[config.mk]
export PLATFORM = sky130hd
export DESIGN_NAME = id_ex_stage
export DESIGN_NICKNAME = d
export VERILOG_FILES = /design/src/rtl/id_ex_stage_pkg.sv /design/src/rtl/id_ex_stage_load_use_detect.sv /design/src/rtl/id_ex_stage.sv
export SDC_FILE = /design/constraint.sdc
export NUM_CORES = 1
export LEC_CHECK = 0
export CAP_MARGIN = 20
export CORE_AREA = 2 2 148 150
export CTS_CLUSTER_DIAMETER = 50
export DETAILED_ROUTE_END_ITERATION = 6
export DIE_AREA = 0 0 150 152
export MAX_ROUTING_LAYER = met4
export PLACE_DENSITY = 0.73
export RECOVER_POWER = 50
export SYNTH_ARGS = -nofsm -noshare
export SYNTH_HDL_FRONTEND = slang
export SYNTH_HIERARCHICAL = 1
export SYNTH_SLANG_ARGS = --single-unit
[constraint.sdc]
create_clock -name clk -period 2.21 [get_ports clk]
set_input_delay 0.442 -clock clk [delete_from_list [all_inputs] [get_ports clk]]
set_output_delay 0.442 -clock clk [all_outputs]
set_load 0.05 [all_outputs]
[src/rtl/id_ex_stage_pkg.sv]
// ---------------------------------------------------------------------------
// id_ex_stage_pkg
// Shared RV32I pipeline types: word/register typedefs, the opcode enum,
// the decoded control word carried down the pipe, and the operand-usage
// helpers (uses_rs1 / uses_rs2) so that decode and hazard logic agree on
// which instructions actually read a source register.
// ---------------------------------------------------------------------------
package id_ex_stage_pkg;

    typedef logic [31:0] rv32i_word;
    typedef logic [4:0]  rv32i_reg;

    // Major opcodes use the architectural 7-bit encodings.
    typedef enum logic [6:0] {
        op_lui   = 7'b0110111,
        op_auipc = 7'b0010111,
        op_jal   = 7'b1101111,
        op_jalr  = 7'b1100111,
        op_br    = 7'b1100011,
        op_load  = 7'b0000011,
        op_store = 7'b0100011,
        op_imm   = 7'b0010011,
        op_reg   = 7'b0110011
    } rv32i_opcode;

    typedef struct packed {
        rv32i_opcode opcode;
        logic [2:0]  alu_op;
        logic [2:0]  funct3;
        logic        load_regfile;
        logic        mem_read;
        logic        mem_write;
        logic        branch;
        logic        jump;
    } rv32i_control_word;

    // All-zero control word: a bubble that writes nothing and touches no memory.
    localparam rv32i_control_word CTRL_NOP = '0;

    // Instructions that read rs1 (everything except the U-type and JAL forms).
    function automatic logic uses_rs1(input rv32i_opcode opcode);
        logic used;
        case (opcode)
            op_lui, op_auipc, op_jal: used = 1'b0;
            default:                  used = 1'b1;
        endcase
        return used;
    endfunction

    // Instructions that read rs2 (R-type, stores, branches).
    function automatic logic uses_rs2(input rv32i_opcode opcode);
        logic used;
        case (opcode)
            op_reg, op_store, op_br: used = 1'b1;
            default:                 used = 1'b0;
        endcase
        return used;
    endfunction

endpackage

[src/rtl/id_ex_stage_load_use_detect.sv]
// ---------------------------------------------------------------------------
// id_ex_stage_load_use_detect
// Combinational load-use hazard detector. Flags the case where EX holds a
// load whose destination is read by the instruction currently in ID, so the
// pipeline must insert one bubble and hold PC and IF/ID.
//
// Ports:
//   ex_valid, ex_mem_read, ex_rd_num   - EX stage instruction state
//   id_valid, id_opcode                - ID stage instruction
//   id_rs1_num, id_rs2_num             - ID source register numbers
//   flush                              - ID instruction is being squashed
//   load_use_stall                     - hazard flag (combinational)
// ---------------------------------------------------------------------------
module id_ex_stage_load_use_detect
    import id_ex_stage_pkg::*;
(
    input  logic        ex_valid,
    input  logic        ex_mem_read,
    input  rv32i_reg    ex_rd_num,
    input  logic        id_valid,
    input  rv32i_opcode id_opcode,
    input  rv32i_reg    id_rs1_num,
    input  rv32i_reg    id_rs2_num,
    input  logic        flush,
    output logic        load_use_stall
);

    logic ex_is_load_s;
    logic rs1_hit_s;
    logic rs2_hit_s;

    // Hazard detection: x0 destinations never create a dependency, and a
    // flushed ID instruction cannot consume anything.
    always_comb begin
        ex_is_load_s   = ex_valid && ex_mem_read && (ex_rd_num != 5'd0);
        rs1_hit_s      = uses_rs1(id_opcode) && (id_rs1_num == ex_rd_num);
        rs2_hit_s      = uses_rs2(id_opcode) && (id_rs2_num == ex_rd_num);
        if (flush) begin
            load_use_stall = 1'b0;
        end else begin
            load_use_stall = ex_is_load_s && id_valid && (rs1_hit_s || rs2_hit_s);
        end
    end

endmodule

[src/rtl/id_ex_stage.sv]
// ---------------------------------------------------------------------------
// id_ex_stage
// ID/EX pipeline register of the 5-stage RV32I pipeline.
// Captures the ID instruction (operands after WB->ID forwarding, control
// word, PC, immediate, register numbers) and presents it to EX one cycle
// later. Supports hold (stall_in), squash (flush) and load-use bubble
// insertion. While holding, WB writes to the held source registers are
// snooped into the held operand data so it never goes stale.
//
// Edge priority: rst > flush > stall_in > load_use > capture.
//
// Ports:
//   clk, rst                         - clock, synchronous active-high reset
//   stall_in, flush                  - downstream hold, redirect squash
//   ID_valid, ID_pc, ctrl_word       - ID instruction
//   ID_rs1_num/rs2_num/rd_num        - ID register numbers
//   forward_ID_rs1/rs2, ID_imm       - ID operands and immediate
//   WB_ctrlword, WB_rd_num, WB_rd_data - writeback port used for snooping
//   EX_*                             - registered EX stage contents
//   load_use_stall                   - combinational upstream hold request
// ---------------------------------------------------------------------------
module id_ex_stage
    import id_ex_stage_pkg::*;
#(
    parameter logic [31:0] RESET_PC = 32'h00000060
) (
    input  logic              clk,
    input  logic              rst,
    input  logic              stall_in,
    input  logic              flush,
    input  logic              ID_valid,
    input  rv32i_word         ID_pc,
    input  rv32i_control_word ctrl_word,
    input  rv32i_reg          ID_rs1_num,
    input  rv32i_reg          ID_rs2_num,
    input  rv32i_reg          ID_rd_num,
    input  rv32i_word         forward_ID_rs1,
    input  rv32i_word         forward_ID_rs2,
    input  rv32i_word         ID_imm,
    input  rv32i_control_word WB_ctrlword,
    input  rv32i_reg          WB_rd_num,
    input  rv32i_word         WB_rd_data,
    output logic              EX_valid,
    output rv32i_word         EX_pc,
    output rv32i_control_word EX_ctrlword,
    output rv32i_reg          EX_rs1_num,
    output rv32i_reg          EX_rs2_num,
    output rv32i_reg          EX_rd_num,
    output rv32i_word         EX_rs1_data,
    output rv32i_word         EX_rs2_data,
    output rv32i_word         EX_imm,
    output logic              load_use_stall
);

    logic              ex_valid_r;
    rv32i_word         ex_pc_r;
    rv32i_control_word ex_ctrl_r;
    rv32i_reg          ex_rs1_num_r;
    rv32i_reg          ex_rs2_num_r;
    rv32i_reg          ex_rd_num_r;
    rv32i_word         ex_rs1_data_r;
    rv32i_word         ex_rs2_data_r;
    rv32i_word         ex_imm_r;

    logic              load_use_s;
    logic              wb_writes_s;
    logic              snoop_rs1_s;
    logic              snoop_rs2_s;

    // Only load_regfile of the WB control word matters here.
    logic              wb_ctrl_unused_s;
    assign wb_ctrl_unused_s = ^{WB_ctrlword};

    id_ex_stage_load_use_detect u_load_use_detect (
        .ex_valid       (ex_valid_r),
        .ex_mem_read    (ex_ctrl_r.mem_read),
        .ex_rd_num      (ex_rd_num_r),
        .id_valid       (ID_valid),
        .id_opcode      (ctrl_word.opcode),
        .id_rs1_num     (ID_rs1_num),
        .id_rs2_num     (ID_rs2_num),
        .flush          (flush),
        .load_use_stall (load_use_s)
    );

    // Snoop match: a real WB write to a nonzero register that a held, valid
    // EX instruction reads.
    always_comb begin
        wb_writes_s = WB_ctrlword.load_regfile && (WB_rd_num != 5'd0) && ex_valid_r;
        snoop_rs1_s = wb_writes_s && (WB_rd_num == ex_rs1_num_r);
        snoop_rs2_s = wb_writes_s && (WB_rd_num == ex_rs2_num_r);
    end

    // EX pipeline register update in edge-priority order.
    always_ff @(posedge clk) begin
        if (rst) begin
            ex_valid_r    <= 1'b0;
            ex_pc_r       <= RESET_PC;
            ex_ctrl_r     <= CTRL_NOP;
            ex_rs1_num_r  <= 5'd0;
            ex_rs2_num_r  <= 5'd0;
            ex_rd_num_r   <= 5'd0;
            ex_rs1_data_r <= 32'd0;
            ex_rs2_data_r <= 32'd0;
            ex_imm_r      <= 32'd0;
        end else if (flush) begin
            // Squash: the remaining fields are cleared so the bubble is deterministic.
            ex_valid_r    <= 1'b0;
            ex_pc_r       <= 32'd0;
            ex_ctrl_r     <= CTRL_NOP;
            ex_rs1_num_r  <= 5'd0;
            ex_rs2_num_r  <= 5'd0;
            ex_rd_num_r   <= 5'd0;
            ex_rs1_data_r <= 32'd0;
            ex_rs2_data_r <= 32'd0;
            ex_imm_r      <= 32'd0;
        end else if (stall_in) begin
            // Hold everything, but refresh operands the WB stage is writing now;
            // otherwise the held instruction would execute with stale data.
            if (snoop_rs1_s) begin
                ex_rs1_data_r <= WB_rd_data;
            end
            if (snoop_rs2_s) begin
                ex_rs2_data_r <= WB_rd_data;
            end
        end else if (load_use_s) begin
            // Bubble; IF/ID is held upstream so the same ID instruction returns.
            ex_valid_r <= 1'b0;
            ex_ctrl_r  <= CTRL_NOP;
        end else begin
            ex_valid_r    <= ID_valid;
            ex_pc_r       <= ID_pc;
            ex_ctrl_r     <= ID_valid ? ctrl_word : CTRL_NOP;
            ex_rs1_num_r  <= ID_rs1_num;
            ex_rs2_num_r  <= ID_rs2_num;
            ex_rd_num_r   <= ID_rd_num;
            ex_rs1_data_r <= forward_ID_rs1;
            ex_rs2_data_r <= forward_ID_rs2;
            ex_imm_r      <= ID_imm;
        end
    end

    assign EX_valid       = ex_valid_r;
    assign EX_pc          = ex_pc_r;
    assign EX_ctrlword    = ex_ctrl_r;
    assign EX_rs1_num     = ex_rs1_num_r;
    assign EX_rs2_num     = ex_rs2_num_r;
    assign EX_rd_num      = ex_rd_num_r;
    assign EX_rs1_data    = ex_rs1_data_r;
    assign EX_rs2_data    = ex_rs2_data_r;
    assign EX_imm         = ex_imm_r;
    assign load_use_stall = load_use_s;

endmodule

Yosys cells after proc, flatten, opt, wreduce, memory -nomap -nowiden --
Cells that the tools add are included.
Word-level totals: register bits 162, latch bits 0, memory bits (writable) 0, bits in read-only memories 0, output and inout bits 163, memories 0
Cells by class: $add $sub $neg 0, multipliers 0, divide/modulo/power cells 0, magnitude comparators 0, equality and inequality tests 15, shifts and indexed selects 0, muxes and demuxes 15, bitwise operators 2, reductions and logical operators 20
Operator list (number):
- $mux 32 | 6
- $mux 18 | 2
- $eq 7x6->1 const B | 3
- $mux 7 | 3
- $eq 5x5->1 | 4
- $eq 7x7->1 const B | 2
- $logic_and 1x1->1 | 10
- $reduce_bool 5->1 | 2
- $reduce_and 2->1 | 4
- $eq 7x5->1 const B | 1
- $ne 2x1->1 const B | 3
- $reduce_or 3->1 | 2
- $mux 1 | 4
- $ne 2x2->1 const B | 2
- $not 1->1 | 2
- $reduce_or 2->1 | 1
- $logic_or 1x1->1 | 1

Longest topological paths before layout --
Gate-level depths: netlist (run 1).
word-level depth 10, gate-level depth with buffers 10, depth with buffers taken out 8

Modules after synthesis --
The synthesis (run 1) kept the hierarchy.
By module, submodules not included:
- id_ex_stage | instances 1, cells an instance 721, area an instance 6912.9 um2
- id_ex_stage_load_use_detect | instances 1, cells an instance 24, area an instance 180.2 um2

Worst setup path after synthesis (run 1) --
Ideal clock, no wire load.
path type flip-flop to flip-flop, start point reg ex_rd_num_r[2], in the netlist EX_rd_num[2], end point reg ex_rd_num_r[2], in the netlist EX_rd_num[2], library setup time 70 ps, data arrival time 3139 ps, required time 2140 ps, path slack -1000 ps, cell stages (with the launch flop) 11, path buffers 3, clock period less this slack 3210 ps, cells stage by stage dfxtp_1 -> xor2_1 -> nor3_1 -> o2111ai_1 -> a21oi_1 -> or2_2 -> clkbuf_1 -> clkbuf_1 -> clkbuf_1 -> nand2_1 -> a21oi_1
On the way: longest elaborated chain between the ends 7, elaborated cells between the ends (all ways) 12
RTL lines:
- start: declaration | RTL line id_ex_stage.sv:60 | rv32i_reg ex_rd_num_r;
- start signal: assignment | RTL line id_ex_stage.sv:136 | ex_rd_num_r <= ID_rd_num;
- $eq 5x5->1 (tied with other cells) | RTL line id_ex_stage_load_use_detect.sv:36 | rs1_hit_s = uses_rs1(id_opcode) && (id_rs1_num == ex_rd_num);
- $logic_and 1x1->1, on equally long branches | RTL line id_ex_stage_load_use_detect.sv:36, id_ex_stage_load_use_detect.sv:35, id_ex_stage_load_use_detect.sv:37
- $logic_or 1x1->1 / $logic_and 1x1->1 (equally long branches) | RTL line id_ex_stage_load_use_detect.sv:41 | load_use_stall = ex_is_load_s && id_valid && (rs1_hit_s || rs2_hit_s);
- $logic_and 1x1->1 * | RTL line id_ex_stage_load_use_detect.sv:41
- $mux 1 * | RTL line id_ex_stage_load_use_detect.sv:38 | if (flush) begin
- via load_use_stall | RTL line id_ex_stage.sv:52 | output logic load_use_stall
- $not 1->1 (no line) *
- $reduce_and 2->1 (no line) *
Mark *: on every way through the listed nets, which the timed path passes. The rest lies on a longest branch. A chain may end at the register's enable or synchronous reset.

Worst setup path after layout (run 1) --
start point reg ex_rd_num_r[3], in the netlist EX_rd_num[3], end point out load_use_stall
On the way: longest elaborated chain between the ends 5, elaborated cells between the ends (all ways) 10
RTL lines (RTL line):
- $eq 5x5->1 (tied with other cells) | id_ex_stage_load_use_detect.sv:36
- $logic_and 1x1->1, on equally long branches | id_ex_stage_load_use_detect.sv:36, id_ex_stage_load_use_detect.sv:35, id_ex_stage_load_use_detect.sv:37
- $logic_or 1x1->1 / $logic_and 1x1->1 (equally long branches) | id_ex_stage_load_use_detect.sv:41
- $logic_and 1x1->1 * | id_ex_stage_load_use_detect.sv:41
- $mux 1 * | id_ex_stage_load_use_detect.sv:38
- end: declaration | id_ex_stage.sv:52
Mark *: on every way between the ends. The rest lies on a longest branch, timed or not.

==> impl_metrics.ini, run 1 <==
[outcome]
status = complete, but fails checks
violations = negative setup slack

[detailed_routing]
ant_nets = 0
drt_iter0_markers = 417
vias_per_cell = 4.98
wire_per_inst_um = 18.0
drc = 0
drtPass1Iterations = 4
via_count = 7103
routed_wirelength_mm = 25.7

[sta]
worst_slack_ns = -0.0228
max_clock_freq_mhz = 448
hold_viol_final = 0
worstMarginPinSlew_ns = 0.671
fin_crit_sh = 1.01
rsz0062_at_grt = true
slew_headroom = 0.554
period_minus_slack_ns = 2.23
fin_skew_ns = 0.0153
drv_slew = 0
finalSetupViolCount = 1

[placement]
dp_hpwl_mm = 19.1
place_congestion = 0.795
placed_area_sq_um = 11600
placed_cells = 1379
dpl_worst_slack_ns = -0.428
io_buffer_count = 366

[die]
row_count = 54
die_h_um = 152
die_w_um = 150
io_pins = 384
start_util = 0.332
core_sq_um = 21400
die-area_sq_um = 22800

[worst_setup_path]
r2r_cells = 9
critPathMaxFanout = 3
cp-startpoint = EX_rd_num[3]
endpoint = load_use_stall
cp_data_arrival_time_ns = 1.79
required_ns = 1.77
rrSetupSlack_ns = 0.06
r2r_end = EX_pc[5]
endpoint_kind = output pin
path_class = reg -> out
r2r_start = EX_rd_num[3]
critPathLaunchType = flop

[global_route]
grt_antenna_before_repair = 4
grt_pass1_vias = 7039
grt_pass1_wl_mm = 38.4
overflow = 0
grt_max_degree = 63
grt.total_usage = 0.220

[logic_synthesis]
synth-edff-count = 0
synth.avg_cell_area_sq_um = 9.52
yosysSeqAreaShare = 0.457
yosys_warnings = 6
yosysTopAreaCellShare = 0.457
async_reset_ff_frac = 0
syn_inst = 745
synth.cell_area_sq_um = 7090
synth_fp_nets = 966
yosysUniqueCellTypes = 29
yosys.area.top_type = dfxtp_1
ys_ff_latch = 162
synth_area_leaders = dfxtp_1, a211oi_2, mux2i_1, nand2_1, a211oi_1
ys.flop_type = dfxtp_1

[final_layout]
final_cell_area_sq_um = 12400
fin_nets = 1349
utilization = 0.580
syn_to_final_growth_pct = 74.4
mostFrequentLayoutCells = clkdlybuf4s50_1, dfxtp_1, nand2_1
fill_cells = 1883
finalNonFillerCells = 1425
drive_gt1_frac = 0.174
final_common_cell = clkdlybuf4s50_1

[job]
max_cap_violations = 0

[cts]
insertion_delay_ns = 0.43
cts.path.max_buffers = 2
cts.htree.levels = 4
cts_buffers = 17
ctsHoldBuffers = 0
cts_tree = done
clockRootBuffer = clkbuf_16
clock-sinks = 162
cts.reportedPaths.clkPinSlew_ns = 0.07

[power_and_ir_drop]
power_uw = 7880
power.density_nw_per_um2 = 637
max-vdd-ir-drop_mv = 0.494
leakage_uw = 0.00502

[min_path]
worstHoldPathType = in -> reg
[area by class of cell]
class | instances | area, sq um | share of cell area
clock buffer | 17 | 425 | 0.0344
sequential | 162 | 3260 | 0.263
antenna | 4 | 10.0 | 0.000809
clock inverter | 15 | 184 | 0.0149
multi-input combinational | 511 | 3650 | 0.295
timing repair buffer | 436 | 4500 | 0.364
tap | 280 | 350 | 0.0283
[cell usage after synthesis (all sizes together) (2+ instances only)]
cell,count
nor4,2
clkbuf,54
a22oi,18
dfxtp,162
or4,2
buf,18
nor2,21
or2,2
xnor2,8
nand3,2
a21o,2
o21bai,2
a21oi,80
xor2,12
o211a,2
nand2,154
and4b,2
mux2i,66
a211oi,129
nor3,2
[worst min path at each step]
| stage | from | to | slack (ns) | cells past startpoint |
|---|---|---|---|---|
| after global placement | EX_pc[13] | EX_pc[13] | 0.44 | 2 |
| after CTS | ID_rs2_num[0] | EX_rs2_num[0] | 0.41 | 3 |
| after floorplan | flush | EX_pc[5] | 0.55 | 1 |
| final | ID_rs2_num[3] | EX_rs2_num[3] | 0.33 | 3 |
| after detailed placement | EX_pc[28] | EX_pc[28] | 0.45 | 2 |
| after global routing | ID_rs2_num[3] | EX_rs2_num[3] | 0.35 | 3 |
[worst max-delay path, cell delays in order (launching register included)]
cell	delay (ns)
dfxtp_4	0.36
or4_4	0.54
o21ai_4	0.16
a21oi_4	0.05
buf_6	0.13
buf_12	0.14
[state kept, by name, indices dropped and copies added (netlist names)]
signal and count:
EX_imm 32, EX_pc 32, EX_rs1_data 32, EX_rs2_data 32
EX_ctrlword 18, EX_rd_num 5, EX_rs1_num 5, EX_rs2_num 5
EX_valid 1
[power by group]
group | internal (uW) | switching (uW) | total (uW)
Sequential | 3020 | 61.0 | 3080
Combinational | 766 | 936 | 1700
Clock | 1720 | 1380 | 3100
[stage by stage]
stage          setup TNS (ns)  hold WS [ns]
2_1_floorplan          -0.614         0.545
3_3_place_gp           -50.38         0.440
3_5_place_dp           -57.22         0.446
4_1_cts               -0.0638         0.415
5_1_grt                -0.590         0.351
6_report              -0.0228         0.335
[kinds of logic (layout without fill, tap and decap cells)]
kind of cell | after synthesis | count (layout) | share of synthesized area
AOI/OAI and AO/OA | 235 | 235 | 0.268
and+or+nand+nor | 190 | 190 | 0.112
DFF | 162 | 162 | 0.457
buffers and inverters | 72 | 468 | 0.0457
muxes | 66 | 66 | 0.0931
xor gates and xnor gates | 20 | 20 | 0.0247
other | 0 | 4 | 0
[repair_timing]
item / in CTS / in global routing
setup endpoints to repair: 1 / 37
pin swaps: 8 / 9
resized for setup: 19 / 22
setup buffers: 3 / 4
cloned: 0 / 3
[layer usage]
metal,track usage,up-vias,wire (um)
li1,-,3452,-
met1,0.267,3349,10700
met2,0.356,281,12300
met3,0.0655,21,2310
met4,0.0571,0,361
met5,-,-,0
No activity file was read; power rests on OpenSTA's default activity.
==> inputs of run 2 (changes only) <==
Settings changed: SLEW_MARGIN set to 0.
==> results of run 2 <==
The final DEF is identical to that of run 1; final timing and power are the same.
==> inputs of run 3 (changes only) <==
Settings changed: MAX_ROUTING_LAYER met4 to not set.
==> impl_metrics.ini, run 3 (synthesized netlist as in run 1, its figures left out) <==
[outcome]
status = complete, but fails checks
violations = negative setup slack

[min_path]
hold_depth = 3
worstHoldPathType = in -> reg

[worst_setup_path]
crit_slowest_cell = or4_4
critPathLaunchType = flop
path_class = reg -> out
endpoint = load_use_stall
crit_chain = or4_4, o21ai_2, a21oi_4, buf_6, buf_12
cp_data_arrival_time_ns = 1.77
r2r_end = EX_pc[5]
endpoint_kind = output pin
r2r_start = EX_rd_num[3]
cp-startpoint = EX_rd_num[3]
cpPeakStageDelay_ns = 0.53
critPathMaxFanout = 3
r2r_cells = 9
rrSetupSlack_ns = 0.08
required_ns = 1.77

[detailed_routing]
via_count = 7019
routed_wirelength_mm = 25.5
drtPass1Iterations = 4
vias_per_cell = 4.94
drc = 0
ant_nets = 0
wire_per_inst_um = 17.9
drt_iter0_markers = 361

[sta]
rsz0062_at_grt = true
max_clock_freq_mhz = 452
slew_headroom = 0.556
fin_skew_ns = 0.00984
hold_viol_final = 0
worstMarginPinSlew_ns = 0.669
finalSetupViolCount = 1
drv_slew = 0
whs_ns = 0.338
fin_crit_sh = 1.00
worst_slack_ns = -0.00481
period_minus_slack_ns = 2.21

[cts]
cts.path.max_buffers = 2
cts_tree = done
cts.reportedPaths.clkPinSlew_ns = 0.07
insertion_delay_ns = 0.42
cts_buffers = 17
cts.htree.levels = 4
clockRootBuffer = clkbuf_16
clock-sinks = 162

[placement]
placed_cells = 1379
io_buffer_count = 366
place_congestion = 0.784
placed_area_sq_um = 11600
dp_hpwl_mm = 19.1

[die]
start_util = 0.332
die-area_sq_um = 22800
row_count = 54
die_w_um = 150
core_sq_um = 21400
io_pins = 384
die_h_um = 152

[global_route]
overflow = 0
grt_pass1_wl_mm = 38.5
grt_max_degree = 63
use_met3 = 0.0787
met1_usage = 0.258
met2_usage = 0.356
grt_antenna_before_repair = 3
grt.total_usage = 0.214
grt_pass1_vias = 7011
gr-max-usage-layer = met2

[power_and_ir_drop]
max-vdd-ir-drop_mv = 0.483
leakage_uw = 0.00488
power.density_nw_per_um2 = 642

[job]
max_cap_violations = 0

[final_layout]
final_common_cell = clkdlybuf4s50_1
syn_to_final_growth_pct = 72.7
drive_gt1_frac = 0.163
mostFrequentLayoutCells = clkdlybuf4s50_1, dfxtp_1, nand2_1
fin_nets = 1346
final_cell_area_sq_um = 12200
finalNonFillerCells = 1421
utilization = 0.574
-- run 3: cell types whose count changed in the layout (fill, tap and decap cells not counted), moves of 6 or more --
cell	previous run	this run
dlygate4sd3_1	141	105
a211oi_1	62	68
clkdlybuf4s50_1	204	240
a211oi_2	67	61
-- run 3: how the worst min path moves through the flow --
stage	from	to	slack [ns]
2_1_floorplan	flush	EX_pc[5]	0.55
3_3_place_gp	EX_pc[13]	EX_pc[13]	0.44
5_1_grt	ID_rs2_num[3]	EX_rs2_num[3]	0.35
3_5_place_dp	EX_pc[28]	EX_pc[28]	0.45
6_report	ID_rs2_num[3]	EX_rs2_num[3]	0.34
4_1_cts	ID_rs2_num[0]	EX_rs2_num[0]	0.41
-- run 3: per-stage QoR --
stage	setup slack, ns	total power [uW]	TNS, ns
detailed placement	-0.428	4860	-57.22
floorplan	-0.0116	4030	-0.614
global route	-0.0966	8160	-0.136
CTS	-0.0638	7970	-0.0638
finish	-0.00481	7870	-0.00481
global placement	-0.366	4840	-50.38
-- run 3: metal layers --
layer  share of wire  vias up
met1            0.41     3292
li1                -     3445
met3           0.095       22
met4           0.014        0
met5               0        -
met2            0.48      260
-- run 3: critical path: cells and delay by family (launching register included) --
family,cells,cell delay [ns]
AND/OR/NAND/NOR,1,0.53
AO/OA/AOI/OAI,2,0.22
buffers and inverters,2,0.26
flip-flops,1,0.34
-- run 3: area by class of cell --
type	count	area [sq um]
tap	280	350
sequential	162	3250
clock inverter	15	184
multi-input combinational	511	3590
fill	1892	9100
antenna	3	7.51
clock buffer	17	425
timing repair buffer	433	4440
-- run 3: timing repair --
item                       in CTS  in global routing
gates resized for setup        19                  9
gates cloned                    0                  1
hold endpoints to repair        0                  0
setup buffers                   3                  3
pin swaps                       8                  7
hold buffers                    0                  0
setup endpoints to repair       1                 40
-- run 3: where the power goes --
| part | internal [uW] | switching (uW) |
|---|---|---|
| registers | 3020 | 60.9 |
| clock network | 1720 | 1370 |
| logic | 762 | 926 |
